===== src/rtl/usb_bus_pkg.sv =====
// usb_bus_pkg: shared types and constants for the asynchronous parallel
// memory bus initiator (usb_bus_master) and its phase timer.
//   bus_state_t    - initiator FSM state encoding
//   DEF_*          - default bus timing, in clk_usb cycles
//   REG_RDDLY_LEN  - cycles the responder keeps driving data after rd_n rises
//   TURN_MIN       - smallest read-to-write turnaround that avoids contention
package usb_bus_pkg;

  typedef enum logic [2:0] {
    ST_IDLE,
    ST_LOAD,
    ST_SETUP,
    ST_STROBE,
    ST_HOLD,
    ST_DRAIN,
    ST_TURN
  } bus_state_t;

  localparam int DEF_ADDR_WIDTH    = 21;
  localparam int DEF_SETUP_CYCLES  = 2;
  localparam int DEF_STROBE_CYCLES = 3;
  localparam int DEF_HOLD_CYCLES   = 2;
  localparam int DEF_TURN_CYCLES   = 4;

  // Shared with the responder: its read-drive extension after rd_n rises.
  localparam int REG_RDDLY_LEN = 3;
  localparam int TURN_MIN      = REG_RDDLY_LEN + 1;

  // Width of the phase timer; every phase length must fit in it.
  localparam int TMR_W = 8;

  function automatic int max_int(input int a, input int b);
    return (a > b) ? a : b;
  endfunction

endpackage


===== src/rtl/usb_bus_master_if.sv =====
// usb_bus_master_if: command and byte-stream side of usb_bus_master.
//   cmd_*   - burst command (direction, start address, beat count)
//   wdata*  - write byte stream into the initiator
//   rdata*  - read byte stream out of the initiator
// Handshake rule for all three channels: a transfer happens on a rising clock
// edge where valid and ready are both 1. A source holds valid and its payload
// stable until that edge; ready may change freely and never waits on valid.
//   modport master - command/stream source (testbench or host logic)
//   modport slave  - the initiator itself
interface usb_bus_master_if #(
  parameter int ADDR_WIDTH = 21
);
  logic                  cmd_valid;
  logic                  cmd_ready;
  logic                  cmd_write;
  logic [ADDR_WIDTH-1:0] cmd_addr;
  logic [8:0]            cmd_len;
  logic [7:0]            wdata;
  logic                  wdata_valid;
  logic                  wdata_ready;
  logic [7:0]            rdata;
  logic                  rdata_valid;
  logic                  rdata_ready;

  modport master (
    output cmd_valid, cmd_write, cmd_addr, cmd_len, wdata, wdata_valid, rdata_ready,
    input  cmd_ready, wdata_ready, rdata, rdata_valid
  );

  modport slave (
    input  cmd_valid, cmd_write, cmd_addr, cmd_len, wdata, wdata_valid, rdata_ready,
    output cmd_ready, wdata_ready, rdata, rdata_valid
  );
endinterface


===== src/rtl/usb_bus_timer.sv =====
// usb_bus_timer: loadable down-counter timing one bus phase.
//   load/load_val - start a phase lasting load_val+1 cycles
//   done          - high on the last cycle of the phase (count == 0)
module usb_bus_timer
  import usb_bus_pkg::*;
#(
  parameter int W = TMR_W
) (
  input  logic         clk_usb,
  input  logic         resetn,
  input  logic         load,
  input  logic [W-1:0] load_val,
  output logic         done
);

  logic [W-1:0] count;

  always_ff @(posedge clk_usb or negedge resetn) begin
    if (!resetn) begin
      count <= '0;
    end else if (load) begin
      count <= load_val;
    end else if (count != '0) begin
      count <= count - W'(1);
    end
  end

  assign done = (count == '0);

endmodule


===== src/rtl/usb_bus_master.sv =====
// usb_bus_master: initiator for an 8-bit asynchronous parallel memory bus.
// Turns single/burst commands into ce_n/rd_n/wr_n strobe waveforms with
// programmable setup, strobe, hold and read-turnaround timing.
//   clk_usb, resetn     - clock and asynchronous active-low reset
//   cmd_if (slave)      - command, write-byte and read-byte streams
//   busy                - high whenever the FSM is not in IDLE
//   addr_o, data_o,
//   data_oe, data_i     - bus address, write data + drive enable, read data
//   rd_n, wr_n, ce_n    - active-low bus strobes
//   dbg_state           - current FSM state
module usb_bus_master
  import usb_bus_pkg::*;
#(
  parameter int ADDR_WIDTH    = DEF_ADDR_WIDTH,
  parameter int SETUP_CYCLES  = DEF_SETUP_CYCLES,
  parameter int STROBE_CYCLES = DEF_STROBE_CYCLES,
  parameter int HOLD_CYCLES   = DEF_HOLD_CYCLES,
  parameter int TURN_CYCLES   = DEF_TURN_CYCLES
) (
  input  logic                  clk_usb,
  input  logic                  resetn,
  usb_bus_master_if.slave       cmd_if,
  output logic                  busy,
  output logic [ADDR_WIDTH-1:0] addr_o,
  output logic [7:0]            data_o,
  output logic                  data_oe,
  input  logic [7:0]            data_i,
  output logic                  rd_n,
  output logic                  wr_n,
  output logic                  ce_n,
  output bus_state_t            dbg_state
);

  // Turnaround is never allowed below the responder's drive extension + 1.
  localparam int TURN_EFF = max_int(TURN_CYCLES, TURN_MIN);

  localparam logic [TMR_W-1:0] SETUP_LD  = TMR_W'(SETUP_CYCLES - 1);
  localparam logic [TMR_W-1:0] STROBE_LD = TMR_W'(STROBE_CYCLES - 1);
  localparam logic [TMR_W-1:0] HOLD_LD   = TMR_W'(HOLD_CYCLES - 1);
  localparam logic [TMR_W-1:0] TURN_LD   = TMR_W'(TURN_EFF - 1);

  bus_state_t       state;
  logic             write_q;
  logic [8:0]       beats_left;
  logic             tmr_load;
  logic [TMR_W-1:0] tmr_val;
  logic             tmr_done;
  logic             cmd_fire;
  logic             wdata_fire;
  logic             last_beat;
  logic             rd_stall;

  assign cmd_fire   = cmd_if.cmd_valid & cmd_if.cmd_ready;
  assign wdata_fire = (state == ST_LOAD) & cmd_if.wdata_valid & cmd_if.wdata_ready;
  assign last_beat  = (beats_left == 9'd1);
  // A new read sample would overwrite a byte the consumer has not taken yet.
  assign rd_stall   = cmd_if.rdata_valid & ~cmd_if.rdata_ready;
  assign dbg_state  = state;

  usb_bus_timer #(.W(TMR_W)) u_timer (
    .clk_usb  (clk_usb),
    .resetn   (resetn),
    .load     (tmr_load),
    .load_val (tmr_val),
    .done     (tmr_done)
  );

  // Timer reload on every transition into a timed phase.
  always_comb begin
    tmr_load = 1'b0;
    tmr_val  = '0;
    case (state)
      ST_IDLE: begin
        if (cmd_fire && (cmd_if.cmd_len != 9'd0) && !cmd_if.cmd_write) begin
          tmr_load = 1'b1;
          tmr_val  = SETUP_LD;
        end
      end
      ST_LOAD: begin
        if (wdata_fire) begin
          tmr_load = 1'b1;
          tmr_val  = SETUP_LD;
        end
      end
      ST_SETUP: begin
        if (tmr_done) begin
          tmr_load = 1'b1;
          tmr_val  = STROBE_LD;
        end
      end
      ST_STROBE: begin
        if (tmr_done && (write_q || !rd_stall)) begin
          tmr_load = 1'b1;
          tmr_val  = HOLD_LD;
        end
      end
      ST_DRAIN: begin
        if (cmd_if.rdata_ready) begin
          tmr_load = 1'b1;
          tmr_val  = STROBE_LD;
        end
      end
      ST_HOLD: begin
        if (tmr_done && !write_q) begin
          tmr_load = 1'b1;
          tmr_val  = last_beat ? TURN_LD : SETUP_LD;
        end
      end
      default: ;
    endcase
  end

  always_ff @(posedge clk_usb or negedge resetn) begin
    if (!resetn) begin
      state              <= ST_IDLE;
      write_q            <= 1'b0;
      beats_left         <= '0;
      addr_o             <= '0;
      data_o             <= '0;
      data_oe            <= 1'b0;
      rd_n               <= 1'b1;
      wr_n               <= 1'b1;
      ce_n               <= 1'b1;
      busy               <= 1'b0;
      cmd_if.cmd_ready   <= 1'b1;
      cmd_if.wdata_ready <= 1'b0;
      cmd_if.rdata       <= '0;
      cmd_if.rdata_valid <= 1'b0;
    end else begin
      if (cmd_if.rdata_valid && cmd_if.rdata_ready) cmd_if.rdata_valid <= 1'b0;

      case (state)
        ST_IDLE: begin
          if (cmd_fire && (cmd_if.cmd_len != 9'd0)) begin
            addr_o           <= cmd_if.cmd_addr;
            write_q          <= cmd_if.cmd_write;
            beats_left       <= cmd_if.cmd_len;
            cmd_if.cmd_ready <= 1'b0;
            busy             <= 1'b1;
            if (cmd_if.cmd_write) begin
              state              <= ST_LOAD;
              cmd_if.wdata_ready <= 1'b1;
            end else begin
              state <= ST_SETUP;
              ce_n  <= 1'b0;
            end
          end
        end
        ST_LOAD: begin
          if (wdata_fire) begin
            data_o             <= cmd_if.wdata;
            data_oe            <= 1'b1;
            ce_n               <= 1'b0;
            cmd_if.wdata_ready <= 1'b0;
            state              <= ST_SETUP;
          end
        end
        ST_SETUP: begin
          if (tmr_done) begin
            state <= ST_STROBE;
            if (write_q) wr_n <= 1'b0;
            else         rd_n <= 1'b0;
          end
        end
        ST_STROBE: begin
          if (tmr_done) begin
            wr_n <= 1'b1;
            rd_n <= 1'b1;
            if (!write_q && rd_stall) begin
              // Sample discarded; the strobe is repeated once the byte drains.
              state <= ST_DRAIN;
            end else begin
              state <= ST_HOLD;
              if (!write_q) begin
                cmd_if.rdata       <= data_i;
                cmd_if.rdata_valid <= 1'b1;
              end
            end
          end
        end
        ST_DRAIN: begin
          if (cmd_if.rdata_ready) begin
            rd_n  <= 1'b0;
            state <= ST_STROBE;
          end
        end
        ST_HOLD: begin
          if (tmr_done) begin
            if (last_beat) begin
              ce_n    <= 1'b1;
              data_oe <= 1'b0;
              if (write_q) begin
                state            <= ST_IDLE;
                cmd_if.cmd_ready <= 1'b1;
                busy             <= 1'b0;
              end else begin
                state <= ST_TURN;
              end
            end else begin
              beats_left <= beats_left - 9'd1;
              addr_o     <= addr_o + ADDR_WIDTH'(1);
              if (write_q) begin
                state              <= ST_LOAD;
                ce_n               <= 1'b1;
                data_oe            <= 1'b0;
                cmd_if.wdata_ready <= 1'b1;
              end else begin
                state <= ST_SETUP;
              end
            end
          end
        end
        ST_TURN: begin
          if (tmr_done) begin
            state            <= ST_IDLE;
            cmd_if.cmd_ready <= 1'b1;
            busy             <= 1'b0;
          end
        end
        default: state <= ST_IDLE;
      endcase
    end
  end

endmodule

===== src/flat_wrapper.sv =====
// flat-port wrapper written by rule: the top's interface ports become plain ports
module usb_bus_master_flat import usb_bus_pkg::*;
#(
  parameter int ADDR_WIDTH    = DEF_ADDR_WIDTH,
  parameter int SETUP_CYCLES  = DEF_SETUP_CYCLES,
  parameter int STROBE_CYCLES = DEF_STROBE_CYCLES,
  parameter int HOLD_CYCLES   = DEF_HOLD_CYCLES,
  parameter int TURN_CYCLES   = DEF_TURN_CYCLES
)
  (clk_usb, resetn, busy, addr_o, data_o, data_oe, data_i, rd_n, wr_n, ce_n, dbg_state, cmd_if_cmd_valid, cmd_if_cmd_write, cmd_if_cmd_addr, cmd_if_cmd_len, cmd_if_wdata, cmd_if_wdata_valid, cmd_if_rdata_ready, cmd_if_cmd_ready, cmd_if_wdata_ready, cmd_if_rdata, cmd_if_rdata_valid);
  usb_bus_master_if #(.ADDR_WIDTH(ADDR_WIDTH)) cmd_if_i ();
  input  logic clk_usb;
  input  logic resetn;
  output logic busy;
  output logic [ADDR_WIDTH-1:0] addr_o;
  output logic [7:0] data_o;
  output logic data_oe;
  input  logic [7:0] data_i;
  output logic rd_n;
  output logic wr_n;
  output logic ce_n;
  output bus_state_t dbg_state;
  input wire logic [$bits(cmd_if_i.cmd_valid)-1:0] cmd_if_cmd_valid;
  input wire logic [$bits(cmd_if_i.cmd_write)-1:0] cmd_if_cmd_write;
  input wire logic [$bits(cmd_if_i.cmd_addr)-1:0] cmd_if_cmd_addr;
  input wire logic [$bits(cmd_if_i.cmd_len)-1:0] cmd_if_cmd_len;
  input wire logic [$bits(cmd_if_i.wdata)-1:0] cmd_if_wdata;
  input wire logic [$bits(cmd_if_i.wdata_valid)-1:0] cmd_if_wdata_valid;
  input wire logic [$bits(cmd_if_i.rdata_ready)-1:0] cmd_if_rdata_ready;
  output wire logic [$bits(cmd_if_i.cmd_ready)-1:0] cmd_if_cmd_ready;
  output wire logic [$bits(cmd_if_i.wdata_ready)-1:0] cmd_if_wdata_ready;
  output wire logic [$bits(cmd_if_i.rdata)-1:0] cmd_if_rdata;
  output wire logic [$bits(cmd_if_i.rdata_valid)-1:0] cmd_if_rdata_valid;
  assign cmd_if_i.cmd_valid = cmd_if_cmd_valid;
  assign cmd_if_i.cmd_write = cmd_if_cmd_write;
  assign cmd_if_i.cmd_addr = cmd_if_cmd_addr;
  assign cmd_if_i.cmd_len = cmd_if_cmd_len;
  assign cmd_if_i.wdata = cmd_if_wdata;
  assign cmd_if_i.wdata_valid = cmd_if_wdata_valid;
  assign cmd_if_i.rdata_ready = cmd_if_rdata_ready;
  assign cmd_if_cmd_ready = cmd_if_i.cmd_ready;
  assign cmd_if_wdata_ready = cmd_if_i.wdata_ready;
  assign cmd_if_rdata = cmd_if_i.rdata;
  assign cmd_if_rdata_valid = cmd_if_i.rdata_valid;
  usb_bus_master #(.ADDR_WIDTH(ADDR_WIDTH), .SETUP_CYCLES(SETUP_CYCLES), .STROBE_CYCLES(STROBE_CYCLES), .HOLD_CYCLES(HOLD_CYCLES), .TURN_CYCLES(TURN_CYCLES)) u_core (.clk_usb(clk_usb), .resetn(resetn), .cmd_if(cmd_if_i), .busy(busy), .addr_o(addr_o), .data_o(data_o), .data_oe(data_oe), .data_i(data_i), .rd_n(rd_n), .wr_n(wr_n), .ce_n(ce_n), .dbg_state(dbg_state));
endmodule

===== config.mk =====
export PLATFORM = sky130hd
export DESIGN_NAME = usb_bus_master_flat
export DESIGN_NICKNAME = d
export VERILOG_FILES = /design/src/rtl/usb_bus_pkg.sv /design/src/rtl/usb_bus_master_if.sv /design/src/rtl/usb_bus_timer.sv /design/src/rtl/usb_bus_master.sv /design/src/flat_wrapper.sv
export SDC_FILE = /design/constraint.sdc
export NUM_CORES = 1
export LEC_CHECK = 0
export ABC_AREA = 1
export BUFFER_PORTS_ARGS = -buffer_cell sky130_fd_sc_hd__buf_2
export CORE_MARGIN = 2
export CORE_UTILIZATION = 54
export DETAILED_ROUTE_END_ITERATION = 12
export PLACE_DENSITY = 0.79
export SKIP_LAST_GASP = 1
export SLEW_MARGIN = 20
export SYNTH_ARGS = -nofsm -noshare
export SYNTH_HDL_FRONTEND = slang
export SYNTH_SLANG_ARGS = --single-unit

===== constraint.sdc =====
create_clock -name clk_usb -period 2.5 [get_ports clk_usb]
set_clock_uncertainty 0.15 [all_clocks]
set_input_delay 0.125 -clock clk_usb [delete_from_list [all_inputs] [get_ports clk_usb]]
set_output_delay 0.125 -clock clk_usb [all_outputs]
set_load 0.01 [all_outputs]

Yosys cells after proc, flatten, opt, wreduce, memory -nomap -nowiden
Index checks and enable logic that the tools add are counted. Widths: inputs -> output; s select.

Add/sub/neg operators: 3. Equality and inequality tests: 22. Multiplexer cells: 76. Bitwise logic cells: 7. Reductions and logical operators: 32.

Operators with widths (count): $mux 21 (3); $pmux 8 s6 (1); $pmux 21 s2 (1); $mux 1 (41); $mux 3 (9); $mux 9 (3); $mux 8 (3); $add 21x1->21 const B (1); $pmux 3 s7 (1); $ne 2x1->1 const B (9); $pmux 9 s2 (1); $reduce_and 4->1 (4); $pmux 1 s3 (5); $reduce_and 7->1 (2); $reduce_and 6->1 (2); $mux 2 (5); $ne 2x2->1 const B (5); $eq 3x3->1 const B (3); $eq 9x1->1 const B (1); $reduce_bool 3->1 (3); $reduce_bool 9->1 (1); $sub 9x1->9 const B (1); $logic_not 8->1 (1); $reduce_bool 2->1 (4); 15 further kinds (30).

Register bits: 66.

Depth between registers and ports, before layout
Gate-level depths: netlist of the first run.

Word-level depth: 8. Gate-level depth with buffers: 12. Mapped depth without buffers: 11.

Cells and area by module
Synthesis of the first run repeated with hierarchy kept, for this count alone.

Cell total of the unflattened synthesis: 600. Area total of the unflattened synthesis: 4349.2 um^2.

By module, submodules not included: usb_bus_master (seq. area each 1456.4 um^2, cells each 529, instances 1, area each 3836.2 um^2); usb_bus_timer (seq. area each 200.2 um^2, cells each 71, instances 1, area each 513.0 um^2).

Worst setup path before layout of the first run
No wires, ideal clock.

Path type: register to register. Start: reg u_core.u_timer.count[0]. End: reg u_core.addr_o[13]. Library setup time: 120 ps. Path slack: 702 ps. Path buffers: 1. Arrival: 1527 ps. Stages on the path, launching flop included: 13. Required time: 2230 ps. Path through: dfrtp_1 -> inv_1 -> ha_1 -> nand2_1 -> nor2_4 -> inv_2 -> nand2_1 -> nand2_2 -> nor2_8 -> inv_4 -> buf_6 -> nand2_1 -> nand2_1.

Cells in the longest elaborated chain, start to end: 3.

RTL lines: from (decl) (line usb_bus_timer.sv:16) `logic [W-1:0] count;`; from (signal assigned) (line usb_bus_timer.sv:22) `count <= load_val;`; from (signal assigned) (line usb_bus_timer.sv:24) `count <= count - W'(1);`; $logic_not 8->1 (line usb_bus_timer.sv:28) `assign done = (count == '0);`; $ne 2x1->1 (no line); $reduce_and 4->1 (no line); to (signal assigned) (line usb_bus_master.sv:135) `addr_o <= cmd_if.cmd_addr;`; to (signal assigned) (line usb_bus_master.sv:201) `addr_o <= addr_o + ADDR_WIDTH'(1);`; to (decl) (line usb_bus_master.sv:24) `output logic [ADDR_WIDTH-1:0] addr_o,`.

Every way passes these cells. A chain may end at the register's enable or synchronous reset.

Worst setup path in the final report of the first run
Start: reg u_core.u_timer.count[0]. End: reg u_core.addr_o[18].

Same word-level chain as after synthesis.

==> summary.json, run 1 <==
{
  "status": {"value": "completed"},
  "power_density": {"value": 442.1, "unit": "nW/um2"},
  "slew_viol_final": {"value": 0},
  "final_hold_viol_count": {"value": 0},
  "critical_path_arrival": {"value": 2190, "unit": "ps"},
  "antenna_violating_nets_post_route": {"value": 0},
  "drc": {"value": 0},
  "timing_worst_slew_pin_value": {"value": 677.2, "unit": "ps"},
  "worstSetupEndpointType": {"value": "flop"},
  "global_route.usage.met1": {"value": 34.85, "unit": "%"},
  "io_buffer_count": {"value": 99},
  "rows": {"value": 32},
  "detailroute.via_count": {"value": 4464},
  "synth_seq_cells": {"value": 66},
  "worst_path_dominant_cell_family": {"value": "simple AND/OR/NAND/NOR gates"},
  "critical_path.most_common_cell": {"value": "sky130_fd_sc_hd__nand2_1"},
  "worstSkewPairLatency": {"value": 350, "unit": "ps"},
  "globalRouteMet2Util": {"value": 49.75, "unit": "%"},
  "place_congestion": {"value": 0.9079},
  "critical_path_class": {"value": "reg -> reg"},
  "tritoncts_clock_tree": {"value": "built"},
  "final.fill_count": {"value": 610},
  "timing.final.setup_violations": {"value": 0},
  "routedWlPerCell": {"value": 13.29, "unit": "um"},
  "floorplan.die_area": {"value": 8469, "unit": "um2"},
  "drv_cap": {"value": 0},
  "synth.yosys.seq_area_share": {"value": 39.59, "unit": "%"},
  "drt-pass1-iter-count": {"value": 5},
  "initial_core_util": {"value": 55.00, "unit": "%"},
  "cts-root-buf": {"value": "sky130_fd_sc_hd__clkbuf_8"},
  "grt_setup_unrepaired": {"value": "no"},
  "finalWirelength": {"value": 11500, "unit": "um"},
  "met3_capacity_usage_during_global_routing": {"value": 5.752, "unit": "%"},
  "postLayoutCoreUtil": {"value": 72.19, "unit": "%"},
  "fin_setup_tns": {"value": 0, "unit": "ps"},
  "power_leakage": {"value": 2.889, "unit": "nW"},
  "grt_pass1_vias": {"value": 4353},
  "start_kind": {"value": "flop"},
  "grt_most_used_layer": {"value": "met2"},
  "layoutNonFillerInstCount": {"value": 865},
  "synth_nets": {"value": 668},
  "antennaDiodeCount": {"value": 0},
  "layout_commonest_cell": {"value": "sky130_fd_sc_hd__nand2_1"},
  "synth_cell_types": {"value": 37},
  "path_clk_slew": {"value": 80, "unit": "ps"},
  "slew_headroom": {"value": 54.85, "unit": "%"},
  "totalPowerFinal": {"value": 0.002428, "unit": "W"},
  "share_clk_of_total_power": {"value": 49.5, "unit": "%"},
  "cts.sinks": {"value": 66},
  "postSynthCellCount": {"value": 611},
  "critPathMaxStageDelay": {"value": 390, "unit": "ps"},
  "final_cell_mix": {"value": "sky130_fd_sc_hd__nand2_1, sky130_fd_sc_hd__buf_2, sky130_fd_sc_hd__dfrtp_1"},
  "total_switching_power": {"value": 0.0005062, "unit": "W"},
  "worst_ir_drop_vdd": {"value": 0.3388, "unit": "mV"},
  "grt_use_total": {"value": 28.27, "unit": "%"},
  "finish.net_count": {"value": 815},
  "cell_internal_pwr": {"value": 0.001922, "unit": "W"},
  "synth_area_per_cell": {"value": 6.848, "unit": "um2"},
  "placeableCoreArea": {"value": 7607, "unit": "um2"},
  "grt_max_degree": {"value": 38},
  "final_period_minus_worst_setup_slack": {"value": 2058, "unit": "ps"},
  "area_growth": {"value": 31.25, "unit": "%"},
  "crit_required": {"value": 2640, "unit": "ps"},
  "syn-cell-area": {"value": 4184, "unit": "um2"},
  "io_pins": {"value": 100},
  "p_comb_share": {"value": 6.5, "unit": "%"},
  "viasPerCell": {"value": 5.161},
  "final.period_utilization": {"value": 82.30, "unit": "%"},
  "overflow": {"value": 0},
  "switching_share": {"value": 20.85, "unit": "%"},
  "dpl_worst_slack": {"value": 518.0, "unit": "ps"},
  "clock.fmax": {"value": 486.0, "unit": "MHz"},
  "post_route_cells_drive_above_1_share": {"value": 21.49, "unit": "%"},
  "min_path_type": {"value": "in -> reg"},
  "global_route_wire_length_before_repair": {"value": 19290, "unit": "um"},
  "vertical_extent_of_the_die": {"value": 92.03, "unit": "um"},
  "clock_tree.buffer_depth": {"value": 2},
  "dp_hpwl": {"value": 7754, "unit": "um"},
  "numCtsBuffers": {"value": 9},
  "drt_first_iter_violations": {"value": 308},
  "place.detailed.instances": {"value": 805},
  "setup_slack": {"value": 442.5, "unit": "ps"},
  "cts-htree-levels": {"value": 3},
  "antenna_violations_before_repair": {"value": 0},
  "cp_cell_sequence": {"value": "inv_1, ha_1, nand2_1, nor2_4, inv_2, nand2_1, nand2_2, nor2_8, buf_12, nand3_1, nand2_1"},
  "critPathBufInv": {"value": 3},
  "power.share.sequential": {"value": 43.9, "unit": "%"},
  "die_width": {"value": 92.03, "unit": "um"},
  "critical_path.slowest_cell": {"value": "sky130_fd_sc_hd__dfrtp_1"},
  "synth.yosys.warnings": {"value": 0},
  "critical_path.max_fanout": {"value": 26}
}
[power by group through the flow]
stage | combinational (W) | sequential (W) | clock, W
6_report | 0.000158 | 0.00107 | 0.00120
5_1_grt | 0.000174 | 0.00107 | 0.00127
4_1_cts | 0.000155 | 0.00107 | 0.00121
3_5_place_dp | 0.000102 | 0.00109 | 0
3_3_place_gp | 0.000101 | 0.00109 | 0
2_1_floorplan | 0.0000306 | 0.00109 | 0
[cell families after synthesis]
| group | Yosys count | synth area share (%) |
|---|---|---|
| simple gates | 384 | 39.50 |
| buf+inv | 82 | 8.613 |
| flops | 66 | 39.59 |
| compound gates | 65 | 8.912 |
| xor+xnor | 9 | 1.884 |
| fa+ha+maj | 5 | 1.495 |
[worst min-delay path: stages]
cell and delay [ps]:
sky130_fd_sc_hd__buf_2 90, sky130_fd_sc_hd__inv_1 30, sky130_fd_sc_hd__nor2_1 90, sky130_fd_sc_hd__o21ai_1 80
sky130_fd_sc_hd__nand2_1 60
[per-stage QoR]
stage / hold WS, ps / area [um2]
floorplan: -320.6 / 4184
global placement: 46.33 / 4786
detailed placement: 49.57 / 4786
CTS: 1.764 / 5492
global route: 42.91 / 5492
finish: 3.506 / 5492
[layer usage]
| metal | vias to the layer above | share of wire (%) |
|---|---|---|
| met5 | - | 0 |
| met4 | 0 | 1.6 |
| met3 | 20 | 5.9 |
| met2 | 159 | 50 |
| met1 | 2060 | 42 |
| li1 | 2225 | - |
[Yosys cell counts (all sizes together)]
master / instances / area (um2)
a21boi: 1 / 7.510
a21oi: 9 / 45.04
a31o: 1 / 8.760
and2: 1 / 6.260
buf: 10 / 87.58
clkbuf: 5 / 18.77
dfrtp: 62 / 1551
dfstp: 4 / 105.1
ha: 5 / 62.56
inv: 67 / 254.0
nand2: 233 / 889.6
nand3: 57 / 290.3
nand3b: 4 / 30.03
nand4: 9 / 56.30
nor2: 66 / 286.5
nor3: 4 / 31.28
nor4: 1 / 6.260
o211ai: 1 / 7.510
o21a: 1 / 7.510
o21ai: 49 / 275.3
o22ai: 1 / 6.260
o31ai: 2 / 15.01
or2: 9 / 56.30
xnor2: 4 / 35.03
xor2: 5 / 43.79
[layout make-up]
class / count / area, um2 / share of cell area [%]
Multi-Input combinational cell: 463 / 2167 / 39.46
Sequential cell: 66 / 1657 / 30.17
Timing Repair Buffer: 151 / 1021 / 18.59
Inverter: 67 / 254.0 / 4.625
Clock inverter: 7 / 141.4 / 2.575
Tap cell: 102 / 127.6 / 2.324
Clock buffer: 9 / 123.9 / 2.256
[path summary, 6_finish.rpt]
| kind | endpoint | from | slack [ps] | cells after the start |
|---|---|---|---|---|
| setup / recovery | u_core.addr_o[18] | u_core.u_timer.count[0] | 440 | 11 |
| hold / removal | u_core.beats_left[3] | cmd_if_cmd_len[3] | 4 | 5 |
| setup reg to reg | u_core.addr_o[18] | u_core.u_timer.count[0] | 440 | 11 |
| hold reg to reg | u_core.ce_n | u_core.ce_n | 320 | 2 |
| max in group asynchronous | u_core.wr_n | resetn | 1290 | 3 |
| min in group asynchronous | u_core.beats_left[0] | resetn | 210 | 2 |
[what timing repair did]
item                      CTS  global route
hold buffers               44             0
hold endpoints to repair   69             0
gates resized for setup     0             0
buffers inserted            0             0
[sequential cells by signal (all words and copies together) (netlist names), 3 cells and up]
register              count
u_core.cmd_if.rdata       8
u_core.dbg_state          3
u_core.u_timer.count      8
u_core.addr_o            21
u_core.data_o             8
u_core.beats_left         9
No activity file was read; power rests on OpenSTA's default activity.
==> inputs of run 2 (changes only) <==
--- a/config.mk
+++ b/config.mk
@@ -8,9 +8,9 @@
 export ABC_AREA = 1
 export BUFFER_PORTS_ARGS = -buffer_cell sky130_fd_sc_hd__buf_2
 export CORE_MARGIN = 2
-export CORE_UTILIZATION = 54
+export CORE_UTILIZATION = 49
 export DETAILED_ROUTE_END_ITERATION = 12
-export PLACE_DENSITY = 0.79
+export PLACE_DENSITY = 0.76
 export SKIP_LAST_GASP = 1
 export SLEW_MARGIN = 20
 export SYNTH_ARGS = -nofsm -noshare
==> constraint.sdc (replaced) <==
create_clock -name clk_usb -period 1.8 [get_ports clk_usb]
set_clock_uncertainty 0.15 [all_clocks]
set_input_delay 0.09 -clock clk_usb [delete_from_list [all_inputs] [get_ports clk_usb]]
set_output_delay 0.09 -clock clk_usb [all_outputs]
set_load 0.01 [all_outputs]
==> run 2 against run 1 <==
  * The flow now finishes with violations (setup timing)
  * Hold slack gained 45 ps
  * Sequential share of layout area is 3.6 points lower
  * Count of clock-buffer cells in the layout up 3
  * Fmax grew 12%
  * Critical path depth down 1
  * Clock power is 4% higher
  * Total power increased by 23%
  * Sequential cell count unchanged
  * Register-to-register slack lost 480 ps
  * Non-clock buffer count up 48
  * Critical path type unchanged
==> summary.json, run 2 (synthesis results as in run 1) <==
{
  "cts-root-buf": {"value": "sky130_fd_sc_hd__clkbuf_8"},
  "clock_tree.buffer_depth": {"value": 2, "change": "unchanged"},
  "worstSkewPairLatency": {"value": 360, "unit": "ps", "change": "about the same"},
  "whs_path_cells": {"value": 5, "change": "unchanged"},
  "antenna_violating_nets_post_route": {"value": 0, "change": "unchanged"},
  "grt_setup_unrepaired": {"value": "yes"},
  "finalWirelength": {"value": 13490, "unit": "um", "change": "+17%"},
  "rows": {"value": 33, "change": "+3.1%"},
  "io_buffer_count": {"value": 99, "change": "unchanged"},
  "power_density": {"value": 477.0, "unit": "nW/um2", "change": "+7.9%"},
  "drc": {"value": 0, "change": "unchanged"},
  "grt_max_degree": {"value": 32, "change": "-16%"},
  "postLayoutCoreUtil": {"value": 75.67, "unit": "%", "change": "+3.5 points"},
  "place_congestion": {"value": 0.8990, "change": "-0.98%"},
  "status": {"value": "complete, but fails checks"},
  "grt_pass1_vias": {"value": 4462, "change": "+2.5%"},
  "reg2reg_depth": {"value": 10, "change": "-1"},
  "worstReg2RegEnd": {"value": "u_core.beats_left[6]"},
  "dp_hpwl": {"value": 7940, "unit": "um", "change": "+2.4%"},
  "detailroute.via_count": {"value": 4808, "change": "+7.7%"},
  "viasPerCell": {"value": 5.249, "change": "+1.7%"},
  "share_clk_of_total_power": {"value": 42.1, "unit": "%", "change": "-7.4 points"},
  "r2r_setup_slack": {"value": -40, "unit": "ps", "change": "-480 ps"},
  "overflow": {"value": 0, "change": "unchanged"},
  "global_route.usage.met1": {"value": 34.86, "unit": "%", "change": "about the same"},
  "placeableCoreArea": {"value": 8258, "unit": "um2", "change": "+8.6%"},
  "slew_headroom": {"value": 70.15, "unit": "%", "change": "+15 points"},
  "dpl_worst_slack": {"value": -86.50, "unit": "ps", "change": "-604.5 ps"},
  "final_period_minus_worst_setup_slack": {"value": 1836, "unit": "ps", "change": "-221.9 ps"},
  "final_hold_viol_count": {"value": 0, "change": "unchanged"},
  "timing.final.setup_violations": {"value": 21, "change": "+21"},
  "critical_path_class": {"value": "reg -> reg"},
  "final_cell_mix": {"value": "sky130_fd_sc_hd__nand2_1, sky130_fd_sc_hd__buf_2, sky130_fd_sc_hd__dfrtp_1"},
  "start_kind": {"value": "flop"},
  "cts.sinks": {"value": 66, "change": "unchanged"},
  "critical_path.max_fanout": {"value": 6, "change": "-77%"},
  "power_leakage": {"value": 3.219, "unit": "nW", "change": "+11%"},
  "layout_commonest_cell": {"value": "sky130_fd_sc_hd__nand2_1"},
  "slew_viol_final": {"value": 0, "change": "unchanged"},
  "die_width": {"value": 96.41, "unit": "um", "change": "+4.8%"},
  "totalPowerFinal": {"value": 0.002980, "unit": "W", "change": "+23%"},
  "floorplan.die_area": {"value": 9294, "unit": "um2", "change": "+9.7%"},
  "worstSetupEndpointType": {"value": "flop"},
  "met3_capacity_usage_during_global_routing": {"value": 5.741, "unit": "%", "change": "-0.011 points"},
  "globalRouteMet2Util": {"value": 48.55, "unit": "%", "change": "-1.2 points"},
  "p_comb_share": {"value": 8.2, "unit": "%", "change": "+1.7 points"},
  "largest_registers": {"value": "u_core.addr_o (21), u_core.beats_left (9)"},
  "finish.net_count": {"value": 864, "change": "+6.0%"},
  "clock.fmax": {"value": 544.8, "unit": "MHz", "change": "+12%"},
  "worst_ir_drop_vdd": {"value": 0.3389, "unit": "mV", "change": "about the same"},
  "numCtsBuffers": {"value": 9, "change": "unchanged"},
  "timing_worst_slew_pin_value": {"value": 447.8, "unit": "ps", "change": "-229.4 ps"},
  "antennaDiodeCount": {"value": 0, "change": "unchanged"},
  "violations": {"value": "setup timing"},
  "final.fill_count": {"value": 608, "change": "-0.33%"},
  "grt_use_total": {"value": 28.30, "unit": "%", "change": "+0.035 points"},
  "crit_required": {"value": 1890, "unit": "ps", "change": "-750 ps"},
  "switching_share": {"value": 23.30, "unit": "%", "change": "+2.5 points"},
  "initial_core_util": {"value": 50.67, "unit": "%", "change": "-4.3 points"},
  "cell_internal_pwr": {"value": 0.002286, "unit": "W", "change": "+19%"},
  "startpoint_of_the_worst_slack_reg_to_reg_timing_path": {"value": "u_core.u_timer.count[1]"},
  "antenna_violations_before_repair": {"value": 0, "change": "unchanged"},
  "path_clk_slew": {"value": 70, "unit": "ps", "change": "about the same"},
  "min_path_type": {"value": "in -> reg"},
  "min_delay_worst_endpoint": {"value": "u_core.busy"},
  "critical_path_arrival": {"value": 1930, "unit": "ps", "change": "-260 ps"},
  "io_pins": {"value": 100, "change": "unchanged"},
  "tritoncts_clock_tree": {"value": "built"},
  "post_route_cells_drive_above_1_share": {"value": 33.66, "unit": "%", "change": "+12 points"},
  "area_growth": {"value": 49.34, "unit": "%"},
  "grt_most_used_layer": {"value": "met2"},
  "global_route_wire_length_before_repair": {"value": 20250, "unit": "um", "change": "+5.0%"},
  "drt-pass1-iter-count": {"value": 5, "change": "unchanged"},
  "holdCritStartpoint": {"value": "cmd_if_cmd_valid"},
  "cts-htree-levels": {"value": 3, "change": "unchanged"},
  "total_switching_power": {"value": 0.0006945, "unit": "W", "change": "+37%"},
  "drt_first_iter_violations": {"value": 286, "change": "-7.1%"},
  "vertical_extent_of_the_die": {"value": 96.41, "unit": "um", "change": "+4.8%"},
  "drv_cap": {"value": 0, "change": "unchanged"},
  "setup_slack": {"value": -35.64, "unit": "ps", "change": "-478.1 ps"},
  "power.share.sequential": {"value": 49.7, "unit": "%", "change": "+5.8 points"},
  "final.period_utilization": {"value": 102.0, "unit": "%", "change": "+20 points"},
  "top_register": {"value": "u_core.addr_o"},
  "hold_ws": {"value": 48.35, "unit": "ps", "change": "+44.85 ps"},
  "routedWlPerCell": {"value": 14.73, "unit": "um", "change": "+11%"},
  "largest_register_ffs": {"value": 21, "change": "unchanged"}
}
[run 2: changes by cell type in the layout (fill, tap and decap cells not counted), moves of 7 or more]
| cell | previous run | this run |
|---|---|---|
| sky130_fd_sc_hd__buf_4 | 6 | 40 |
| sky130_fd_sc_hd__nand2_1 | 229 | 205 |
| sky130_fd_sc_hd__nand2_2 | 3 | 14 |
| sky130_fd_sc_hd__nand2_4 | 1 | 14 |
| sky130_fd_sc_hd__nand3_1 | 56 | 47 |
| sky130_fd_sc_hd__nor2_1 | 60 | 41 |
| sky130_fd_sc_hd__nor2_2 | 3 | 16 |
| sky130_fd_sc_hd__nor2_4 | 2 | 9 |
[run 2: critical path: stages, from the launching register on]
cell,delay (ps)
sky130_fd_sc_hd__dfrtp_1,400
sky130_fd_sc_hd__inv_2,90
sky130_fd_sc_hd__ha_4,140
sky130_fd_sc_hd__nand2_4,60
sky130_fd_sc_hd__nor2_4,190
sky130_fd_sc_hd__inv_4,70
sky130_fd_sc_hd__nand2_4,70
sky130_fd_sc_hd__nand2_4,70
sky130_fd_sc_hd__nor2_4,230
sky130_fd_sc_hd__clkbuf_16,200
sky130_fd_sc_hd__o21ai_1,60
[run 2: power groups by stage]
stage / clock [W] / sequential [W] / combinational [W]
global placement: 0 / 0.00151 / 0.000145
global route: 0.00133 / 0.00148 / 0.000266
finish: 0.00125 / 0.00148 / 0.000243
detailed placement: 0 / 0.00151 / 0.000147
floorplan: 0 / 0.00151 / 0.0000425
CTS: 0.00127 / 0.00148 / 0.000227
[run 2: how the worst max path moves through the flow]
stage | startpoint | endpoint | slack (ps)
finish | u_core.u_timer.count[1] | u_core.beats_left[6] | -40
CTS | u_core.u_timer.count[0] | u_core.addr_o[2] | -3
detailed placement | u_core.u_timer.count[1] | u_core.beats_left[2] | -90
floorplan | u_core.u_timer.count[0] | u_core.addr_o[13] | 2
global placement | u_core.u_timer.count[0] | u_core.beats_left[3] | 20
global route | u_core.u_timer.count[1] | u_core.beats_left[6] | -120
[run 2: metrics by stage]
| stage | area [um2] | setup TNS [ps] | instances |
|---|---|---|---|
| 2_1_floorplan | 4184 | 0 | 611 |
| 3_3_place_gp | 4980 | 0 | 830 |
| 3_5_place_dp | 4980 | -1136 | 830 |
| 4_1_cts | 5803 | -2.627 | 902 |
| 5_1_grt | 6248 | -3638 | 916 |
| 6_report | 6248 | -275.5 | 916 |
[run 2: area by class of cell]
cell class                      instances  area [um2]  share of cell area [%]
Multi-Input combinational cell        464        2514                   40.23
Sequential cell                        66        1658                   26.53
Timing Repair Buffer                  199        1494                   23.91
Inverter                               67       266.5                   4.265
Clock buffer                           12       145.1                   2.323
Tap cell                              105       131.4                   2.103
Clock inverter                          3       40.04                  0.6408
[run 2: what timing repair did]
action,4_1_cts,5_1_grt
cloned,2,4
endpoints found under the setup margin,34,52
setup buffers,8,12
resized for setup,23,89
pin swaps,5,18
hold endpoints to repair,110,0
hold buffers,48,0
[run 2: layer usage]
layer	wire length, um	part of all wire, %	vias up
met1	5435	40	2212
met3	949	7.0	38
met5	0	0	-
li1	-	-	2319
met4	432	3.2	0
met2	6674	49	239
==> inputs of run 3 (changes only) <==
--- a/config.mk
+++ b/config.mk
@@ -11,7 +11,6 @@
 export CORE_UTILIZATION = 49
 export DETAILED_ROUTE_END_ITERATION = 12
 export PLACE_DENSITY = 0.76
-export SKIP_LAST_GASP = 1
 export SLEW_MARGIN = 20
 export SYNTH_ARGS = -nofsm -noshare
 export SYNTH_HDL_FRONTEND = slang
==> run 3 against run 2 <==
  * The run still ends with setup timing left
  * Sequential share of layout area rose by 0.095 points
  * Cell area down 0.28%
  * Register-to-register slack about the same
  * Cell count stayed put
  * Via count is 0.52% higher
  * Total power increased by 0.31%
  * First-iteration DRC count down 12%
  * Largest cell class unchanged
==> summary.json, run 3 (synthesis results as in run 1) <==
{
  "drt-pass1-iter-count": {"value": 5, "change": "unchanged"},
  "power_leakage": {"value": 3.190, "unit": "nW", "change": "-0.89%"},
  "finish.net_count": {"value": 864, "change": "unchanged"},
  "min_delay_worst_endpoint": {"value": "u_core.busy"},
  "final.period_utilization": {"value": 101.3, "unit": "%", "change": "-0.65 points"},
  "critical_path.slowest_cell": {"value": "sky130_fd_sc_hd__dfrtp_1"},
  "path_clk_slew": {"value": 70, "unit": "ps", "change": "about the same"},
  "global_route_wire_length_before_repair": {"value": 20350, "unit": "um", "change": "+0.48%"},
  "r2r_setup_slack": {"value": -20, "unit": "ps", "change": "about the same"},
  "critical_path_class": {"value": "reg -> reg"},
  "placeableCoreArea": {"value": 8258, "unit": "um2", "change": "unchanged"},
  "power_density": {"value": 479.8, "unit": "nW/um2", "change": "+0.59%"},
  "critical_path_arrival": {"value": 1970, "unit": "ps", "change": "+40 ps"},
  "slew_viol_final": {"value": 0, "change": "unchanged"},
  "startpoint_of_the_worst_slack_reg_to_reg_timing_path": {"value": "u_core.u_timer.count[1]"},
  "largest_register_ffs": {"value": 21, "change": "unchanged"},
  "critical_path.max_fanout": {"value": 6, "change": "unchanged"},
  "switching_share": {"value": 23.54, "unit": "%", "change": "+0.23 points"},
  "final_period_minus_worst_setup_slack": {"value": 1824, "unit": "ps", "change": "-11.63 ps"},
  "final.fill_count": {"value": 620, "change": "+2.0%"},
  "worst_ir_drop_vdd": {"value": 0.3382, "unit": "mV", "change": "-0.21%"},
  "whs_path_cells": {"value": 5, "change": "unchanged"},
  "antenna_violating_nets_post_route": {"value": 0, "change": "unchanged"},
  "antennaDiodeCount": {"value": 0, "change": "unchanged"},
  "antenna_violations_before_repair": {"value": 0, "change": "unchanged"},
  "worstSetupEndpointType": {"value": "flop"},
  "status": {"value": "complete, but fails checks"},
  "power.share.sequential": {"value": 49.6, "unit": "%", "change": "about the same"},
  "drv_cap": {"value": 0, "change": "unchanged"},
  "critical_path.most_common_cell": {"value": "sky130_fd_sc_hd__nand2_4"},
  "holdCritStartpoint": {"value": "cmd_if_cmd_valid"},
  "total_switching_power": {"value": 0.0007037, "unit": "W", "change": "+1.3%"},
  "final_hold_viol_count": {"value": 0, "change": "unchanged"},
  "io_pins": {"value": 100, "change": "unchanged"},
  "reg2reg_depth": {"value": 11, "change": "+1"},
  "layout_commonest_cell": {"value": "sky130_fd_sc_hd__nand2_1"},
  "top_register": {"value": "u_core.addr_o"},
  "design_area": {"value": 6231, "unit": "um2", "change": "-0.28%"},
  "clock.fmax": {"value": 548.2, "unit": "MHz", "change": "+0.64%"},
  "worstReg2RegEnd": {"value": "u_core.beats_left[3]"},
  "vertical_extent_of_the_die": {"value": 96.41, "unit": "um", "change": "unchanged"},
  "violations": {"value": "setup timing"},
  "start_kind": {"value": "flop"},
  "place_congestion": {"value": 0.8990, "change": "unchanged"},
  "cell_internal_pwr": {"value": 0.002286, "unit": "W", "change": "about the same"},
  "slew_headroom": {"value": 70.15, "unit": "%", "change": "about the same"},
  "share_clk_of_total_power": {"value": 42.3, "unit": "%", "change": "+0.2 points"},
  "grt_use_total": {"value": 28.40, "unit": "%", "change": "+0.099 points"},
  "place_area": {"value": 4980, "unit": "um2", "change": "unchanged"},
  "timing.final.setup_violations": {"value": 6, "change": "-71%"},
  "timing_worst_slew_pin_value": {"value": 447.8, "unit": "ps", "change": "-0.02491 ps"},
  "crit_required": {"value": 1950, "unit": "ps", "change": "+60 ps"},
  "grt_pass1_vias": {"value": 4492, "change": "+0.67%"},
  "area_occupied_by_multi_input_gates": {"value": 2519, "unit": "um2", "change": "+0.20%"},
  "grt_max_degree": {"value": 32, "change": "unchanged"},
  "cp_cell_sequence": {"value": "inv_2, ha_4, nand2_4, nor2_4, inv_4, nand2_4, nand2_4, nor2_4, clkbuf_16, o21ai_2, nand2_1"},
  "min_path_type": {"value": "in -> reg"},
  "overflow": {"value": 0, "change": "unchanged"},
  "ff_latch_area": {"value": 1659, "unit": "um2", "change": "about the same"},
  "worstSkewPairLatency": {"value": 360, "unit": "ps", "change": "about the same"},
  "routedWlPerCell": {"value": 14.74, "unit": "um", "change": "about the same"},
  "p_comb_share": {"value": 8.1, "unit": "%", "change": "about the same"},
  "numCtsBuffers": {"value": 9, "change": "unchanged"},
  "floorplan.die_area": {"value": 9294, "unit": "um2", "change": "unchanged"},
  "dpl_worst_slack": {"value": -86.50, "unit": "ps", "change": "unchanged"},
  "tritoncts_clock_tree": {"value": "built"},
  "drt_first_iter_violations": {"value": 252, "change": "-12%"},
  "clock_tree.buffer_depth": {"value": 2, "change": "unchanged"},
  "detailroute.via_count": {"value": 4833, "change": "+0.52%"},
  "setup_slack": {"value": -24.01, "unit": "ps", "change": "+11.63 ps"},
  "io_buffer_count": {"value": 99, "change": "unchanged"},
  "cts-htree-levels": {"value": 3, "change": "unchanged"},
  "final_cell_mix": {"value": "sky130_fd_sc_hd__nand2_1, sky130_fd_sc_hd__buf_2, sky130_fd_sc_hd__dfrtp_1"},
  "cts-root-buf": {"value": "sky130_fd_sc_hd__clkbuf_8"},
  "die_width": {"value": 96.41, "unit": "um", "change": "unchanged"},
  "grt_setup_unrepaired": {"value": "yes"},
  "drc": {"value": 0, "change": "unchanged"},
  "rows": {"value": 33, "change": "unchanged"},
  "largest_registers": {"value": "u_core.addr_o (21), u_core.beats_left (9)"},
  "critPathMaxStageDelay": {"value": 400, "unit": "ps", "change": "about the same"},
  "area_growth": {"value": 48.92, "unit": "%"},
  "cts.sinks": {"value": 66, "change": "unchanged"},
  "dp_hpwl": {"value": 7940, "unit": "um", "change": "unchanged"},
  "post_route_cells_drive_above_1_share": {"value": 34.40, "unit": "%", "change": "+0.74 points"},
  "viasPerCell": {"value": 5.276, "change": "+0.52%"},
  "initial_core_util": {"value": 50.67, "unit": "%", "change": "unchanged"},
  "finalWirelength": {"value": 13500, "unit": "um", "change": "about the same"}
}
[run 3: changes by cell type in the layout (fill, tap and decap cells not counted), sizes merged]
cell / previous run / this run
buf: 148 / 149
clkbuf: 15 / 14
[run 3: worst max path at each step]
stage                                  startpoint                    to  slack [ps]  cells past startpoint
after global placement    u_core.u_timer.count[0]  u_core.beats_left[3]          20                     11
after CTS                 u_core.u_timer.count[5]      u_core.addr_o[2]          -1                     11
after detailed placement  u_core.u_timer.count[1]  u_core.beats_left[2]         -90                     11
final                     u_core.u_timer.count[1]  u_core.beats_left[3]         -20                     11
after floorplan           u_core.u_timer.count[0]     u_core.addr_o[13]           2                     12
after global routing         u_core.beats_left[0]  u_core.beats_left[4]        -120                      8
[run 3: area by class of cell]
cell class | instances | share of cell area (%)
flip-flops and latches | 66 | 26.63
clock buffers | 12 | 2.329
clock inverters | 3 | 0.6426
repair buffers | 199 | 23.59
inverters | 67 | 4.277
well taps | 105 | 2.108
multi-input cells | 464 | 40.42
[run 3: through the flow]
stage	setup TNS, ps	std cells	utilization, %	hold WS [ps]	power [W]
6_report	-79.96	916	75.45	37.32	0.002990
5_1_grt	-2648	916	75.45	45.15	0.003077
4_1_cts	-1.449	902	70.39	19.81	0.002975
3_5_place_dp	-1136	830	60.30	-95.32	0.001658
3_3_place_gp	0	830	60.30	-94.57	0.001656
2_1_floorplan	0	611	-	-355.6	0.001554
[run 3: power by group through the flow]
stage                      logic, W  clock network, W  registers, W
after floorplan           0.0000425                 0       0.00151
after global placement     0.000145                 0       0.00151
after detailed placement   0.000147                 0       0.00151
after CTS                  0.000227           0.00127       0.00148
after global routing       0.000266           0.00133       0.00148
final                      0.000244           0.00126       0.00148
[run 3: layer usage]
| layer | share of wire [%] | GRT usage [%] |
|---|---|---|
| met5 | 0 | 0 |
| met1 | 40 | 34.86 |
| met3 | 6.5 | 5.741 |
| met4 | 3.7 | 11.50 |
| met2 | 50 | 48.90 |
[run 3: worst max-delay path, delay by kind of cell, from the launching register on]
family          cells  cell delay [ps]
simple gates        6              650
flops               1              400
buf+inv             3              360
fa+ha+maj           1              140
compound gates      1               50
[run 3: what timing repair did]
| item | CTS | global route |
|---|---|---|
| gates resized for setup | 24 | 90 |
| setup endpoints to repair | 34 | 52 |
| buffers inserted | 8 | 12 |
| hold buffers | 48 | 0 |
| pin swaps | 5 | 23 |
| gates cloned | 2 | 4 |
| hold endpoints to repair | 110 | 0 |
